==> config.mk <==
export PLATFORM = sky130hd
export DESIGN_NAME = ps2_key_event_rx
export DESIGN_NICKNAME = d
export VERILOG_FILES = /design/src/rtl/ps2_pkg.sv /design/src/rtl/ps2_line_filter.sv /design/src/rtl/ps2_key_event_rx.sv
export SDC_FILE = /design/constraint.sdc
export NUM_CORES = 1
export LEC_CHECK = 0
export CAP_MARGIN = 0
export CORE_MARGIN = 2
export CORE_UTILIZATION = 54
export CTS_CLUSTER_SIZE = 16
export DETAILED_ROUTE_END_ITERATION = 10
export GPL_ROUTABILITY_DRIVEN = 0
export PLACE_DENSITY = 0.73
export SYNTH_ARGS = -nofsm -noshare
export SYNTH_HDL_FRONTEND = slang
export SYNTH_HIERARCHICAL = 1
export SYNTH_SLANG_ARGS = --single-unit
==> constraint.sdc <==
create_clock -name CLK -period 2 [get_ports CLK]
set_input_delay 0.2 -clock CLK [delete_from_list [all_inputs] [get_ports CLK]]
set_output_delay 0.2 -clock CLK [all_outputs]
set_load 0.005 [all_outputs]
==> src/rtl/ps2_pkg.sv <==
// Shared types and scan-code constants for the PS/2 key event receiver.
package ps2_pkg;

    typedef enum logic [1:0] {
        IDLE  = 2'd0,
        RECV  = 2'd1,
        CHECK = 2'd2
    } ps2_state_e;

    localparam logic [7:0] PS2_EXT   = 8'hE0;
    localparam logic [7:0] PS2_BREAK = 8'hF0;
    localparam logic [7:0] PS2_LEFT  = 8'h6B;
    localparam logic [7:0] PS2_RIGHT = 8'h74;
    localparam logic [7:0] PS2_UP    = 8'h75;
    localparam logic [7:0] PS2_DOWN  = 8'h72;

endpackage

==> src/rtl/ps2_line_filter.sv <==
// Two-flop synchroniser followed by a glitch filter: the output follows the input only after
// FILTER_LEN consecutive samples that differ from the current output.
module ps2_line_filter #(
    parameter int unsigned FILTER_LEN = 8
) (
    input  logic i_clk,
    input  logic i_rst_n,
    input  logic i_line,
    output logic o_line
);

    localparam int unsigned CW = $clog2(FILTER_LEN + 1);

    logic [1:0]    r_sync;
    logic          r_filt;
    logic [CW-1:0] r_cnt;

    always_ff @(posedge i_clk or negedge i_rst_n) begin
        if (!i_rst_n) begin
            r_sync <= 2'b11;
            r_filt <= 1'b1;
            r_cnt  <= '0;
        end else begin
            r_sync <= {r_sync[0], i_line};
            if (r_sync[1] == r_filt) begin
                r_cnt <= '0;
            end else if (r_cnt == CW'(FILTER_LEN - 1)) begin
                r_filt <= r_sync[1];
                r_cnt  <= '0;
            end else begin
                r_cnt <= r_cnt + 1'b1;
            end
        end
    end

    assign o_line = r_filt;

endmodule

==> src/rtl/ps2_key_event_rx.sv <==
// PS/2 keyboard receiver: frames bytes, folds E0/F0 prefixes into flags, emits key events.
// Optional macro PS2_RX_TYPEMATIC_FILTER_EN suppresses repeated makes of the same key.
module ps2_key_event_rx
    import ps2_pkg::*;
#(
    parameter int unsigned FILTER_LEN  = 8,
    parameter int unsigned TIMEOUT_CYC = 1000000
) (
    input  logic       CLK,
    input  logic       RST_N,
    input  logic       PS2_CLK,
    input  logic       PS2_DATA,
    output logic       KEY_VALID,
    output logic [7:0] KEY_CODE,
    output logic       KEY_EXT,
    output logic       KEY_RELEASE,
    output logic       FRAME_ERR
);

    localparam int unsigned TW = $clog2(TIMEOUT_CYC + 1);

    logic w_clk_f;
    logic w_data_f;
    logic w_fall;
    logic w_frame_ok;

    ps2_state_e r_state, w_state_d;
    logic          r_clk_prev;
    logic [9:0]    r_shift, w_shift_d;
    logic [3:0]    r_bit_cnt, w_bit_cnt_d;
    logic [TW-1:0] r_tmo, w_tmo_d;
    logic          r_ext, w_ext_d;
    logic          r_rel, w_rel_d;
    logic          r_valid, w_valid_d;
    logic          r_err, w_err_d;
    logic [7:0]    r_code, w_code_d;
    logic          r_key_ext, w_key_ext_d;
    logic          r_key_rel, w_key_rel_d;
`ifdef PS2_RX_TYPEMATIC_FILTER_EN
    logic          r_last_vld, w_last_vld_d;
    logic [8:0]    r_last, w_last_d;
    logic          w_match;
`endif

    ps2_line_filter #(.FILTER_LEN(FILTER_LEN)) u_clk_filter (
        .i_clk   (CLK),
        .i_rst_n (RST_N),
        .i_line  (PS2_CLK),
        .o_line  (w_clk_f)
    );

    ps2_line_filter #(.FILTER_LEN(FILTER_LEN)) u_data_filter (
        .i_clk   (CLK),
        .i_rst_n (RST_N),
        .i_line  (PS2_DATA),
        .o_line  (w_data_f)
    );

    assign w_fall     = r_clk_prev & ~w_clk_f;
    // shift[7:0] data, shift[8] parity, shift[9] stop
    assign w_frame_ok = r_shift[9] & (^r_shift[8:0]);
`ifdef PS2_RX_TYPEMATIC_FILTER_EN
    assign w_match    = r_last_vld && (r_last == {r_ext, r_shift[7:0]});
`endif

    always_comb begin
        w_state_d    = r_state;
        w_shift_d    = r_shift;
        w_bit_cnt_d  = r_bit_cnt;
        w_tmo_d      = r_tmo;
        w_ext_d      = r_ext;
        w_rel_d      = r_rel;
        w_valid_d    = 1'b0;
        w_err_d      = 1'b0;
        w_code_d     = r_code;
        w_key_ext_d  = r_key_ext;
        w_key_rel_d  = r_key_rel;
`ifdef PS2_RX_TYPEMATIC_FILTER_EN
        w_last_vld_d = r_last_vld;
        w_last_d     = r_last;
`endif
        unique case (r_state)
            IDLE: begin
                w_tmo_d = '0;
                if (w_fall && !w_data_f) begin
                    w_state_d   = RECV;
                    w_bit_cnt_d = '0;
                end
            end
            RECV: begin
                if (w_fall) begin
                    w_shift_d   = {w_data_f, r_shift[9:1]};
                    w_bit_cnt_d = r_bit_cnt + 4'd1;
                    w_tmo_d     = '0;
                    if (r_bit_cnt == 4'd9) begin
                        w_state_d = CHECK;
                    end
                end else if (r_tmo == TW'(TIMEOUT_CYC - 1)) begin
                    w_state_d = IDLE;
                    w_tmo_d   = '0;
                    w_err_d   = 1'b1;
                    w_ext_d   = 1'b0;
                    w_rel_d   = 1'b0;
                end else begin
                    w_tmo_d = r_tmo + 1'b1;
                end
            end
            CHECK: begin
                w_state_d = IDLE;
                if (!w_frame_ok) begin
                    w_err_d = 1'b1;
                    w_ext_d = 1'b0;
                    w_rel_d = 1'b0;
                end else if (r_shift[7:0] == PS2_EXT) begin
                    w_ext_d = 1'b1;
                end else if (r_shift[7:0] == PS2_BREAK) begin
                    w_rel_d = 1'b1;
                end else begin
                    w_ext_d = 1'b0;
                    w_rel_d = 1'b0;
`ifdef PS2_RX_TYPEMATIC_FILTER_EN
                    // A make equal to the held key is an auto-repeat and is dropped.
                    if (r_rel || !w_match) begin
                        w_valid_d   = 1'b1;
                        w_code_d    = r_shift[7:0];
                        w_key_ext_d = r_ext;
                        w_key_rel_d = r_rel;
                    end
                    if (!r_rel) begin
                        w_last_vld_d = 1'b1;
                        w_last_d     = {r_ext, r_shift[7:0]};
                    end else if (w_match) begin
                        w_last_vld_d = 1'b0;
                    end
`else
                    w_valid_d   = 1'b1;
                    w_code_d    = r_shift[7:0];
                    w_key_ext_d = r_ext;
                    w_key_rel_d = r_rel;
`endif
                end
            end
            default: w_state_d = IDLE;
        endcase
    end

    always_ff @(posedge CLK or negedge RST_N) begin
        if (!RST_N) begin
            r_state    <= IDLE;
            r_clk_prev <= 1'b1;
            r_shift    <= '0;
            r_bit_cnt  <= '0;
            r_tmo      <= '0;
            r_ext      <= 1'b0;
            r_rel      <= 1'b0;
            r_valid    <= 1'b0;
            r_err      <= 1'b0;
            r_code     <= 8'h00;
            r_key_ext  <= 1'b0;
            r_key_rel  <= 1'b0;
`ifdef PS2_RX_TYPEMATIC_FILTER_EN
            r_last_vld <= 1'b0;
            r_last     <= '0;
`endif
        end else begin
            r_state    <= w_state_d;
            r_clk_prev <= w_clk_f;
            r_shift    <= w_shift_d;
            r_bit_cnt  <= w_bit_cnt_d;
            r_tmo      <= w_tmo_d;
            r_ext      <= w_ext_d;
            r_rel      <= w_rel_d;
            r_valid    <= w_valid_d;
            r_err      <= w_err_d;
            r_code     <= w_code_d;
            r_key_ext  <= w_key_ext_d;
            r_key_rel  <= w_key_rel_d;
`ifdef PS2_RX_TYPEMATIC_FILTER_EN
            r_last_vld <= w_last_vld_d;
            r_last     <= w_last_d;
`endif
        end
    end

    assign KEY_VALID   = r_valid;
    assign KEY_CODE    = r_code;
    assign KEY_EXT     = r_key_ext;
    assign KEY_RELEASE = r_key_rel;
    assign FRAME_ERR   = r_err;

endmodule

-- Word-level counts from Yosys, hierarchy flattened
Cells that the tools add are included.
- reductions and logical operators: 14
- add/subtract/negate cells: 4
- eq/ne operators: 18
- bitwise operators: 7
- multiplexer cells: 33
- operators with widths (kind ; count):
    20-bit 2-to-1 mux ; 2
    20-bit one-hot mux with 2 select lines ; 1
    4-bit 2-to-1 mux ; 6
    20-bit by 1-bit adder with 20-bit output, second input constant ; 1
    20-bit equality test, second input constant ; 1
    8-bit equality test, second input constant ; 2
    1-bit 2-to-1 mux ; 15
    4-bit by 1-bit adder with 4-bit output, second input constant ; 3
    4-bit AND reduction ; 3
    3-bit != test, second input constant ; 3
    9-bit parity ; 1
    4-bit by 3-bit equality test with 1-bit output, second input constant ; 2
    2-bit 2-to-1 mux ; 4
    2-bit != test, second input constant ; 4
    4-bit one-hot mux with 2 select lines ; 1
    1-bit one-hot mux with 2 select lines ; 3
    2-bit AND reduction ; 3
    3-bit AND reduction ; 2
    1-bit NOT ; 5
    4-bit equality test, second input constant ; 1
    4-bit != test, second input constant ; 1
    2-bit one-hot mux with 2 select lines ; 1
    2-bit nonzero test ; 2
    1-bit AND ; 2
    6 further kinds ; 7
- register bits: 65
- output and inout port bits: 12
- logic and storage cells: 94
- input bits: 4

-- Depth between registers and ports, before layout
- depth in word-level cells: 5
- depth in mapped cells: 8
- gate-level depth less buffers: 7

-- By module
The synthesis kept the hierarchy.
- modules (own cells, without submodules) (module ; cells an instance ; area an instance (µm²) ; sequential area each (µm²) ; times used):
    ps2_key_event_rx ; 259 ; 2607.5 ; 1277.5 ; 1
    ps2_line_filter ; 19 ; 289.0 ; 178.9 ; 2

-- Worst setup path after synthesis
No wires, ideal clock.
- path type: register to register
- start: register r_shift[1]
- end: register r_code[0] (netlist: KEY_CODE[0])
- stages on the path, launching flop included: 8
- required time: 1875 ps
- library setup time: 125 ps
- arrival time: 1988 ps
- path slack: -113 ps
- clock period less this slack: 2113 ps
- buffers on the path: 1
- cell sequence: dfrtp_1 inv_1 ha_1 xnor3_1 xnor2_1 nor3_1 buf_2 mux2_2
- word-level cells in the longest chain between the ends: 3
- RTL lines (what ; RTL line ; source):
    from (decl) ; ps2_key_event_rx.sv:29 ; logic [9:0] r_shift, w_shift_d;
    from (signal assigned) ; ps2_key_event_rx.sv:168 ; r_shift <= w_shift_d;
    9-bit parity (tied with other cells) ; ps2_key_event_rx.sv:61 ; assign w_frame_ok = r_shift[9] & (^r_shift[8:0]);
    1-bit AND or 1-bit NOT (tied branches) ; -- ;
    4-bit AND reduction (no source line) * ; -- ;
    to (signal assigned) ; ps2_key_event_rx.sv:175 ; r_code <= w_code_d;
    to (decl) ; ps2_key_event_rx.sv:36 ; logic [7:0] r_code, w_code_d;
Every way passes the cells marked *; elsewhere a longest branch is shown, timed or not.
A chain may end at the register's enable or synchronous reset.

-- Worst setup path after layout
- start: register r_shift[1]
- end: register r_code[3] (netlist: KEY_CODE[3])
The elaborated chain is that of the path after synthesis.

==> implementation parameters <==
Parameter                              Value

Outcome
  Run status    finished, violations left
  Violations in the final reports    negative setup slack

Critical path
  CP arrival    2.24 ns
  Kind of launch point of the worst setup path    flop
  Register-to-register setup slack    -0.02 ns
  Required time reported for the critical path endpoint    2.22 ns
  Sequence of cells on the critical path    inv_2, ha_4, xnor3_1, xnor2_2, nor3_2, buf_4, mux2_4
  Crit path max-delay family    XOR/XNOR gates
  Largest incremental delay on the critical path    0.39 ns
  Crit path capture type    flop
  Buffer and inverter count on the worst path    2
  Biggest fanout along the worst timing path    5
  CP Class    reg -> reg
  Worst path slowest cell    sky130_fd_sc_hd__dfrtp_1

Final layout
  Area added between synthesis and finish    22.39%
  Total number of nets in the final design    358
  Share of post-route cells with drive strength above 1    0.2659
  Most used cells in the layout excluding fill and tap cells    sky130_fd_sc_hd__dfrtp_1 (58), sky130_fd_sc_hd__nand2_1 (25), sky130_fd_sc_hd__buf_4 (25), sky130_fd_sc_hd__o21ai_0 (18), sky130_fd_sc_hd__inv_1 (16)
  Total non-filler cell area in the finished layout    3899 µm²
  # diodes    0
  Fillers    415
  Leading cell type in the layout, fill and taps excluded    sky130_fd_sc_hd__dfrtp_1

Floorplan
  Vertical die dimension    80.81 µm
  Initial core utilization    0.5680
  Core area    5608 µm²
  Die footprint    6529 µm²
  Placement row count    27
  Number of top-level pins    16
  Floorplan die width    80.81 µm

Route
  Total number of vias    2368
  Number of iterations in the first detailed-routing pass    4
  WL final    6249 µm
  Post-detailed-route DRC marker count    0
  Detailed-route wire length per cell    14.95 µm
  Final antenna-violating net count    0
  Violation count after the first detailed-routing iteration    105
  Ratio of routed vias to standard cells    5.665

GRT
  Wire length of the first global-routing pass    10530 µm
  Maximum number of pins on one net before global-route repair    47
  Vias in the first global route    2385
  Overflow left after global routing    0
  Global Route Usage Sum    0.2113
  Antenna violations before repair    0

Timing
  Fmax    0.4951 GHz
  Setup Viol. Count Final    10
  Worst slew margin    0.6930
  Final period util    1.010
  Final period demand of the worst path    2.020 ns
  Unrepaired setup endpoints after global routing    true
  Final worst setup slack    -0.01965 ns
  Final number of hold-violating endpoints    0
  Clock skew    0.008797 ns
  Slew at the pin closest to its max-slew limit    0.4604 ns
  Count of final max-slew check failures    0

Synth
  Number of unique standard cell types used by synthesis    48
  Synthesis-stage register bit count    65
  Number of instances in the synthesized netlist    297
  Synth warn    6
  Count of flip-flops with a built-in enable after synthesis    0
  Mapped Nets    314
  Sequential share of the synthesized area    0.5134
  Mean post-synth cell area    10.73 µm²
  Area of the mapped netlist    3186 µm²
  Primary FF master, synth    sky130_fd_sc_hd__dfrtp_1
  Synth async-reset ratio    1.000

Clock network
  Maximum buffer depth of the clock tree    2
  Number of buffers created by CTS    9
  Skew-Pair Late Insertion Delay    0.34 ns
  CTS tree    yes
  Reg clk slew, reported paths    0.07 ns
  Clk root buf    sky130_fd_sc_hd__clkbuf_8
  Num Clock Sinks    65
  # H-tree levels    3

Power
  Static leakage power    1.724 nW
  Final Power    3.892 mW
  Cell Pwr Density    998.2 nW/µm²
  Largest voltage drop on the vdd net    0.6544 mV

Placed design
  Placed instance area    3600 µm²
  Quantity of I/O buffers inserted on ports    15
  HPWL reported at the end of detailed placement    4390 µm

Hold path
  Hold/Removal Path Class    in -> reg

Run
  Number of maximum-capacitance violations    0
cells in the mapped netlist, types with 4 or more instances:
library cell               instances  area share
sky130_fd_sc_hd__dfrtp_1          58        0.46
sky130_fd_sc_hd__nand2_1          26       0.031
sky130_fd_sc_hd__inv_1            18       0.021
sky130_fd_sc_hd__mux2_2           18       0.064
sky130_fd_sc_hd__o21ai_0          18       0.028
sky130_fd_sc_hd__a31oi_1          13       0.026
sky130_fd_sc_hd__ha_1             13       0.051
sky130_fd_sc_hd__nor2_1           13       0.015
sky130_fd_sc_hd__a21oi_1          11       0.017
sky130_fd_sc_hd__nand3_1          11       0.017
sky130_fd_sc_hd__nor3_1            9       0.014
sky130_fd_sc_hd__dfstp_2           7       0.058
sky130_fd_sc_hd__nand4_1           6       0.012
sky130_fd_sc_hd__xnor2_1           6       0.016
sky130_fd_sc_hd__clkbuf_1          5      0.0059
sky130_fd_sc_hd__nand3b_1          5       0.012
sky130_fd_sc_hd__a21o_1            4      0.0094
sky130_fd_sc_hd__buf_2             4      0.0063
final timing paths:
path | start | endpoint | cells past startpoint
worst min register to register | u_data_filter/r_sync[0] | u_data_filter/r_sync[1] | 0
worst max-delay path | r_shift[1] | KEY_CODE[3] | 7
worst max register to register | r_shift[1] | KEY_CODE[3] | 7
worst min-delay path | PS2_CLK | u_clk_filter/r_sync[0] | 1
min in group asynchronous | RST_N | r_tmo[11] | 2
max in group asynchronous | RST_N | u_clk_filter/r_sync[0] | 3
per-stage QoR:
step	hold WS (ns)	worst slack (ns)	utilization	cells	setup TNS, ns
after floorplan	-0.09559	0.01293	-	297	0
after global placement	0.1743	-0.01491	0.6419	399	-0.1324
after detailed placement	0.1835	-0.04337	0.6419	399	-0.3422
after CTS	0.2534	-0.05548	0.6807	417	-0.4908
after global routing	0.2634	-0.07956	0.6952	418	-0.7199
final	0.2660	-0.01965	0.6952	418	-0.1459
state kept, by name, indices dropped and copies added (netlist names), 2 cells and up:
register	count
KEY_CODE	8
r_bit_cnt	4
r_shift	10
r_state	2
r_tmo	20
u_clk_filter/r_cnt	4
u_clk_filter/r_sync	2
u_data_filter/r_cnt	4
u_data_filter/r_sync	2
where the power goes:
part / switching [mW] / internal (mW)
combinational: 0.631 / 0.526
clock: 0.491 / 0.605
sequential: 0.149 / 1.49
per-layer routing:
layer  global-route usage  wire length, µm  share of wire
met1               0.2728             3014           0.48
met2               0.3438             2957           0.47
met3              0.03889              147          0.024
met4               0.1051              130          0.021
met5                    0                0              0
area by class of cell:
class	count	area (µm²)	area share
Sequential cell	65	1635	0.4194
Tap cell	72	90.09	0.02311
Clock buffer	11	141.4	0.03626
Inverter	18	67.56	0.01733
Timing Repair Buffer	43	382.9	0.09820
Multi-Input combinational cell	204	1526	0.3915
Clock inverter	5	55.05	0.01412
kinds of logic after synthesis:
kind of cell             after synthesis  share of synthesized area
AND/OR/NAND/NOR                      101                     0.1775
flip-flops                            65                     0.5134
AO/OA/AOI/OAI                         62                     0.1229
buffers and inverters                 28                    0.03574
multiplexers                          20                    0.07305
adder cells (fa/ha/maj)               13                    0.05106
XOR/XNOR                               8                    0.02632
what timing repair did:
action / 4_1_cts / 5_1_grt
setup endpoints to repair: 10 / 18
pin swaps: 1 / 4
hold buffers: 1 / 0
hold endpoints to repair: 16 / 0
gates resized for setup: 1 / 19
gates cloned: 0 / 0
buffers inserted: 1 / 1
No activity file was read; power rests on OpenSTA's default activity.
